[src/rtl/datapath_booth.sv]
`default_nettype none
// ============================================================================
// Module   : datapath_booth
// Purpose  : Datapath of a radix-2 Booth signed multiplier. Holds the
//            multiplicand M, the sign-extended accumulator A (WIDTH+1 bits),
//            the multiplier/low-product register Q and the Booth guard bit
//            q_1. An external control unit sequences it through the
//            load / add-or-subtract / arithmetic-shift steps.
// Ports    : clk, rst_n            - clock (rising edge), async active-low reset
//            Multiplicando          - signed multiplicand (WIDTH)
//            Multiplicador          - signed multiplier (WIDTH)
//            CargaA, DesplazaA,
//            ResetA, CargaQ,
//            DesplazaQ, CargaM,
//            Resta, Fin             - control strobes from the control unit
//            q0, q_1                - Q[0] and guard bit back to the control unit
//            Producto               - signed product (2*WIDTH)
//            Valido                 - product-valid indication
// Config   : RESULT_REG_EN - when defined, Producto is captured once per Fin
//            rising edge and Valido is a one-cycle registered pulse; when
//            undefined, Producto is the live {A,Q} value and Valido = Fin.
// Revision : 1.0 - initial release
// ============================================================================
module datapath_booth #(
    parameter int WIDTH = 4
) (
    input  logic                 clk,
    input  logic                 rst_n,
    input  logic [WIDTH-1:0]     Multiplicando,
    input  logic [WIDTH-1:0]     Multiplicador,
    input  logic                 CargaA,
    input  logic                 DesplazaA,
    input  logic                 ResetA,
    input  logic                 CargaQ,
    input  logic                 DesplazaQ,
    input  logic                 CargaM,
    input  logic                 Resta,
    input  logic                 Fin,
    output logic                 q0,
    output logic                 q_1,
    output logic [2*WIDTH-1:0]   Producto,
    output logic                 Valido
);

    logic [WIDTH-1:0]   m_reg;
    logic [WIDTH:0]     a_reg;
    logic [WIDTH-1:0]   q_reg;
    logic [WIDTH:0]     m_sext;
    logic [WIDTH:0]     a_sum;
    logic [2*WIDTH-1:0] raw_product;

    // The accumulator is one bit wider than the operands so that
    // subtracting M = -2^(WIDTH-1) cannot overflow.
    assign m_sext = {m_reg[WIDTH-1], m_reg};
    assign a_sum  = Resta ? (a_reg - m_sext) : (a_reg + m_sext);

    // The extra accumulator bit is only a guard; the product lives in the
    // low WIDTH bits of A followed by Q.
    assign raw_product = {a_reg[WIDTH-1:0], q_reg};

    assign q0 = q_reg[0];

    always_ff @(posedge clk or negedge rst_n) begin
        if (!rst_n) begin
            m_reg <= '0;
            a_reg <= '0;
            q_reg <= '0;
            q_1   <= 1'b0;
        end else begin
            if (CargaM) begin
                m_reg <= Multiplicando;
            end

            if (ResetA) begin
                a_reg <= '0;
            end else if (CargaA) begin
                a_reg <= a_sum;
            end else if (DesplazaA) begin
                a_reg <= {a_reg[WIDTH], a_reg[WIDTH:1]};
            end

            // Q and q_1 shift from the pre-edge A[0] and Q[0], so a combined
            // DesplazaA/DesplazaQ is one arithmetic shift of {A,Q,q_1}.
            if (CargaQ) begin
                q_reg <= Multiplicador;
                q_1   <= 1'b0;
            end else if (DesplazaQ) begin
                q_reg <= {a_reg[0], q_reg[WIDTH-1:1]};
                q_1   <= q_reg[0];
            end
        end
    end

`ifdef RESULT_REG_EN
    logic fin_d;
    logic capture;

    assign capture = Fin && !fin_d;

    always_ff @(posedge clk or negedge rst_n) begin
        if (!rst_n) begin
            fin_d    <= 1'b0;
            Producto <= '0;
            Valido   <= 1'b0;
        end else begin
            fin_d  <= Fin;
            Valido <= capture;
            if (capture) begin
                Producto <= raw_product;
            end
        end
    end
`else
    assign Producto = raw_product;
    assign Valido   = Fin;
`endif

endmodule
`default_nettype wire

[config.mk]
export PLATFORM = sky130hd
export DESIGN_NAME = datapath_booth
export DESIGN_NICKNAME = d
export VERILOG_FILES = /design/src/rtl/datapath_booth.sv
export SDC_FILE = /design/constraint.sdc
export NUM_CORES = 1
export LEC_CHECK = 0
export CORE_UTILIZATION = 27
export CTS_CLUSTER_SIZE = 28
export DETAILED_ROUTE_END_ITERATION = 7
export SLEW_MARGIN = 25
export SYNTH_ARGS = -nofsm -noshare
export SYNTH_HDL_FRONTEND = slang
export SYNTH_SLANG_ARGS = --single-unit
export TNS_END_PERCENT = 1
[constraint.sdc]
create_clock -name clk -period 4.7 [get_ports clk]
set_input_delay 0.94 -clock clk [delete_from_list [all_inputs] [get_ports clk]]
set_output_delay 0.94 -clock clk [all_outputs]
set_load 0.05 [all_outputs]
After elaboration in Yosys (flattened, before gate mapping):

Index checks and enable logic that the tools add are counted.

* reduce and logical (&&, ||, !) cells: 3
* mux-type cells: 8
* add/subtract/negate cells: 2

Operator list (number)
* two-way mux 5 bit: 3
* two-way mux 4 bit: 3
* adder 5 bit: 1
* subtractor 5 bit: 1
* nonzero test 2 bit: 2
* nonzero test 3 bit: 1
* two-way mux 1 bit: 2

* word-level logic and storage cells: 18
* bits in registers: 14

Longest topological paths before layout:

* depth in word-level cells: 4
* mapped depth: 9
* mapped depth without buffers: 9

Worst setup path before layout:

OpenSTA, ideal clock, no wires.

* kind: input to register
* start point: in Resta
* end point: reg a_reg[4]
* setup slack: 2385 ps
* cell stages on the path: 6
* library setup time: 69 ps
* arrival: 2246 ps
* path through: mux2i_1 -> fa_1 -> nand3_1 -> and2_1 -> or4bb_1 -> nand3_1

* cells in the longest elaborated chain, start to end: 3

Ends and longest elaborated chain
* start, declared: RTL line 37 `input logic Resta,`
* two-way mux 5 bit: RTL line 55 `assign a_sum = Resta ? (a_reg - m_sext) : (a_reg + m_sext);`
* two-way mux 5 bit: RTL line 76 `end else if (CargaA) begin`
* two-way mux 5 bit: RTL line 74 `if (ResetA) begin`
* end signal, assigned: RTL line 77 `a_reg <= a_sum;`
* end signal, assigned: RTL line 79 `a_reg <= {a_reg[WIDTH], a_reg[WIDTH:1]};`
* end, declared: RTL line 46 `logic [WIDTH:0] a_reg;`

No other way between the ends. The select of a mux whose other input is x is not followed.
A chain may end at the register's enable or synchronous reset.

Worst setup path after layout:

Ends and elaborated chain as after synthesis.

==> impl_results.md <==
* Pin count of the biggest net entering global routing at 15
* Clock sink count at 14
* Top-count cell post-synth: dfrtp_1
* Seq/Total Area, Yosys at 0.3660
* Hold Path End: q_1
* Die area at 3787 µm²
* Element type at the critical path start: primary input
* Worst skew pair latency at 0.28 ns
* Clock power share at 0.213
* Cell taking the most area after synthesis: dfrtp_1
* Final Setup Violations at 0
* Iter 0 DRT Violations at 31
* Clock transition at path regs at 0.08 ns
* Fin util at 0.3694
* Initial antenna violation count at 0
* Final min period at 2.706 ns
* Post-synth cell types at 34
* Post-synth EDFFs at 0
* Num ports at 29
* Syn nets at 125
* # diodes at 0
* Core ar. at 3363 µm²
* Outcome: finished clean
* RD Place Congestion at 0.7746
* DRC violations left at 0
* Area delta synth->final at 29.80%
* Synth top area share at 0.3660
* Netlist Area Pre-Place at 957.2 µm²
* Slew @ Worst Pin at 0.6277 ns
* Crit share post-route at 0.5757
* Setup TNS at 0 ns
* Async SR Flop Fraction at 1.000
* Worst R2R Start: m_reg[0]
* Number of global-route vias before repair at 745
* Peak VDD IR at 0.0001021 V
* Hpwl dp at 1.461 mm
* Quantity of hold-fixing buffers added after cts at 0
* Post_cts resized at 0
* Slew Viols, Final at 0
* Worst Hold Class: flop to flop
* Root Driver: clkbuf_4
* Drt total wl at 1.845 mm
* Post-CTS Setup Inserts at 0
* H-Tree Depth at 1
* Clk_skew at 0.001046 ns
* Critical path startpoint: Resta
* Post-synthesis cell count at 101
* Arr. time, crit path at 2.93 ns
* RSZ-0062 raised after global routing: false
* First-pass GRT wire length at 3.236 mm
* Vias per cell at 4.581
* Peak Freq at 369.6 MHz
* Max cap viols at 0
* Final hold viol count at 0
* Pleak at 0.5256 nW
* Total grt overflow at 0
* Reg2reg end: a_reg[4]
* Hold Path Cell Cnt at 2
* Reg power frac at 0.375
* Die width at 61.54 µm
* CTS tree: done
* Fillers at 362
* Worst EP required at 4.92 ns
* Synth Warn # at 0
* WL per Instance at 11.05 µm
* Synth top cells by count: 14 x dfrtp_1, 9 x nand2_1, 8 x nor2_1, 7 x mux2i_1, 7 x o21ai_0
* Initial core utilization at 0.2846
* Layout cells sized above 1 at 0.05785
* IO Port Bufs at 26
* CTS Buf Count at 3
* Total track usage at 0.1149
* Initial DRT Pass Iterations at 4
* Max FFs per register at 5
* HP Start: q_1
* Sw Share at 0.3663
* Post-DRT Antenna Nets at 0
* Fin nets at 146
* Die Span Y at 61.54 µm
* Rel. slew slack at 0.5802
* Int Pwr at 0.0002580 W
* Maximum root-to-sink buffer count at 2
* CP endpoint kind: flop
* Comb pwr share at 0.412
* Top cells by area, synth: dfrtp_1 37%, mux2i_1 7.3%, ha_1 6.5%
* Worst setup path class: primary input to flop
* Primary FF master, synth: dfrtp_1
* Avg Cell Area, Syn at 9.477 µm²
* #FFs+latches synth at 14
* R2R setup slack at 2.57 ns
* Std cell rows at 21
* Worst R2R Path Depth at 8
* Cell Pwr Density at 327.7 nW/µm²
* Via count at 765
* Sw power at 0.0001492 W
* CP Max Fanout at 6
* Power Total at 0.0004072 W
[layer usage]
metal / wire length, µm / vias to the layer above / global-route usage
met5: 0 / - / 0
met4: 0 / 0 / 0.009524
met3: 119 / 0 / 0.04622
met2: 846 / 21 / 0.1843
met1: 879 / 353 / 0.1519
li1: - / 391 / -
[layout make-up]
| cell class | instances | area [µm²] | share of cell area |
|---|---|---|---|
| clock buffer | 4 | 36.28 | 0.02920 |
| inverter | 5 | 18.77 | 0.01511 |
| multi-input combinational | 72 | 519.2 | 0.4179 |
| sequential | 14 | 350.3 | 0.2820 |
| tap | 46 | 57.56 | 0.04632 |
| timing repair buffer | 26 | 260.3 | 0.2095 |
[power by group through the flow]
stage / logic, W / clock network, W / registers, W
finish: 0.000168 / 0.0000869 / 0.000153
global placement: 0.000166 / 0 / 0.000155
detailed placement: 0.000168 / 0 / 0.000155
global route: 0.000186 / 0.0000990 / 0.000156
CTS: 0.000169 / 0.0000906 / 0.000153
floorplan: 0.000116 / 0 / 0.000165
[metrics by stage]
step,setup WS [ns],hold slack [ns],area [µm²],cells
detailed placement,1.679,0.5211,1206,163
CTS,1.991,0.5452,1242,167
floorplan,2.385,0.5476,957.2,101
finish,1.994,0.5375,1242,167
global route,1.870,0.5965,1242,167
global placement,1.749,0.5277,1206,163
[worst max-delay path, cell delays in order]
cell and delay [ns]:
clkdlybuf4s50_1 0.58, mux2i_1 0.16, fa_1 0.45, nand3_1 0.16, and2_1 0.18, or4bb_1 0.39, nand3_1 0.07
[layout by cell type (no fill, tap or decap), drive strengths merged]
cell type / netlist / layout
clkdlybuf4s50: 0 / 26
dfrtp: 14 / 14
nand2: 9 / 9
nor2: 8 / 8
mux2i: 7 / 7
o21ai: 7 / 7
inv: 5 / 5
nor2b: 5 / 5
a211oi: 5 / 5
ha: 5 / 5
clkbuf: 1 / 4
xnor2: 3 / 3
a21oi: 3 / 3
mux2: 2 / 2
and2: 2 / 2
nand3: 2 / 2
nor3: 1 / 1
and4b: 1 / 1
nor4: 1 / 1
or2: 1 / 1
nand2b: 1 / 1
or4bb: 1 / 1
or3b: 1 / 1
a2111o: 1 / 1
o31a: 1 / 1
a2111oi: 1 / 1
nor3b: 1 / 1
a41o: 1 / 1
a311oi: 1 / 1
fa: 1 / 1
[logic make-up after synthesis]
kind of cell,count (synthesis),synth area share
and+or+nand+nor,34,0.1869
AOI/OAI and AO/OA,20,0.1451
buffers and inverters,15,0.09149
DFF,14,0.3660
muxes,9,0.09673
adders and majority gates,6,0.08628
xor gates and xnor gates,3,0.02746
[worst max-delay path by stage]
stage	cells past startpoint	slack, ns	to
2_1_floorplan	6	2.38	a_reg[4]
3_3_place_gp	7	1.75	a_reg[4]
3_5_place_dp	7	1.68	a_reg[4]
4_1_cts	7	1.99	a_reg[4]
5_1_grt	7	1.87	a_reg[4]
6_report	7	1.99	a_reg[4]
Power figures use the tool's default switching activity.
==> edit, RTL diff (config.mk and constraints unchanged) <==
Register the outputs `q0`, `Producto` and `Valido`, without a reset; this adds one clock of latency there. The other outputs are not delayed to match. Comments in the files are not updated.
--- a/src/rtl/datapath_booth.sv
+++ b/src/rtl/datapath_booth.sv
@@ -58,7 +58,6 @@
     // low WIDTH bits of A followed by Q.
     assign raw_product = {a_reg[WIDTH-1:0], q_reg};
 
-    assign q0 = q_reg[0];
 
     always_ff @(posedge clk or negedge rst_n) begin
         if (!rst_n) begin
@@ -111,8 +110,11 @@
         end
     end
 `else
-    assign Producto = raw_product;
-    assign Valido   = Fin;
+    always_ff @(posedge clk) begin
+        q0       <= q_reg[0];
+        Producto <= raw_product;
+        Valido   <= Fin;
+    end
 `endif
 
 endmodule
Check against the original RTL: not equivalent (Yosys sat finds a counterexample within 4 cycles, from zero or initial values and one cycle with rst_n low).
==> edit against the original RTL <==
  * Wire length increased by 13%
  * Design area increased by 17%
  * Sequential share of layout area increased by 8.2 points
  * Power increased by 33%
  * Sequential cell count increased by 9
  * Synthesized area increased by 15%
  * Maximum frequency decreased by 1.7%
  * Worst setup slack got worse by 0.048 ns
  * Hold slack got worse by 0.14 ns
==> edit: results <==
[power_and_ir_drop]
p_switching_mw = 0.182
cellLeakagePower_nw = 0.609
vdd_ir_drop_max_v = 0.000105
pg_comb_mw = 0.173
seqPwrFrac = 0.444

[global_route]
use_met1 = 0.138
grt_use_met3 = 0.0121
grt_pass1_wl_um = 3740
grt_usage = 0.111
met2_usage = 0.188
grt_pass1_vias = 857

[detailed_routing]
wl_met2_um = 1000
wl_per_cell_um = 11.6
drtPass1Iterations = 2
m1WireLength_um = 979
highest_layer = met4
met3_length_um = 62
vias_per_cell = 4.68
drt-initial-drc-count = 15

[synthesis]
yosysSeqAreaShare = 0.482
synth_fp_nets = 129
synth_area_leaders = dfrtp_1 32%, dfxtp_1 16%, mux2i_1 6.4%
synth.top_cells.by_count = 14 x dfrtp_1, 9 x dfxtp_1, 9 x nand2_1
synthDistinctLibCells = 35
syn-mean-instance-area_um2 = 10.5
ys_async_sr_fraction = 0.609

[min_path]
min_from = a_reg[0]$_DFFE_PN0P_
hold-path-endpoint = Producto[4]$_DFF_P_
worstHoldPathCells = 0

[run_status]
outcome = finished, final reports clean

[cells_and_area]
layoutNonFillerInstCount = 180
fin_nets = 157
largest_reg_flops = 8
drive_above_1_share = 0.0530

[worst_setup_path]
crit_arrival_ns = 2.96
ff2ff_setup_slack_ns = 2.50

[place]
detailed_place_hpwl_um = 1590
io_buffers = 28
gp_congestion = 0.757

[timing]
tightest_slew_ns = 0.630
min_period_ns = 2.75
fin_skew_ns = 0.00146

[clocking]
cts-root-buf = clkbuf_8
[edit: changes by cell type after synthesis]
cell,delta
buf_4,-5
dfxtp_1,+9
[edit: per-stage QoR]
stage | instance area, um^2 | hold slack [ns] | util | power, mW | worst slack (ns)
after CTS | 1460 | 0.401 | 0.387 | 0.547 | 1.93
after detailed placement | 1410 | 0.383 | 0.374 | 0.418 | 1.66
after global placement | 1410 | 0.384 | 0.374 | 0.414 | 1.74
final | 1460 | 0.401 | 0.387 | 0.541 | 1.95
after floorplan | 1100 | 0.366 | - | 0.362 | 2.38
after global routing | 1460 | 0.409 | 0.387 | 0.575 | 1.77
[edit: cells by family after synthesis]
logic type                 Yosys count  synth area share
DFF                                 23             0.482
and+or+nand+nor                     34             0.163
adders and majority gates            6            0.0751
muxes                                9            0.0842
xor gates and xnor gates             3            0.0239
buffers and inverters               10            0.0455
AOI/OAI and AO/OA                   20             0.126
[edit: worst max-delay path by stage]
| stage | slack (ns) | endpoint | from | cells after the start |
|---|---|---|---|---|
| global placement | 1.74 | a_reg[4]$_DFFE_PN0P_ | Resta | 7 |
| floorplan | 2.38 | a_reg[4]$_DFFE_PN0P_ | Resta | 6 |
| finish | 1.95 | a_reg[4]$_DFFE_PN0P_ | Resta | 7 |
| CTS | 1.93 | a_reg[4]$_DFFE_PN0P_ | Resta | 7 |
| detailed placement | 1.66 | a_reg[4]$_DFFE_PN0P_ | Resta | 7 |
| global route | 1.77 | a_reg[4]$_DFFE_PN0P_ | Resta | 7 |
[edit: cell type report]
class / count / area [um^2]
Clock buffer: 3 / 41.3
Sequential cell: 23 / 531
Timing Repair Buffer: 28 / 280
Clock inverter: 1 / 7.51
Inverter: 5 / 18.8
Multi-Input combinational cell: 72 / 519
Fill cell: 379 / 2310
Tap cell: 48 / 60.1
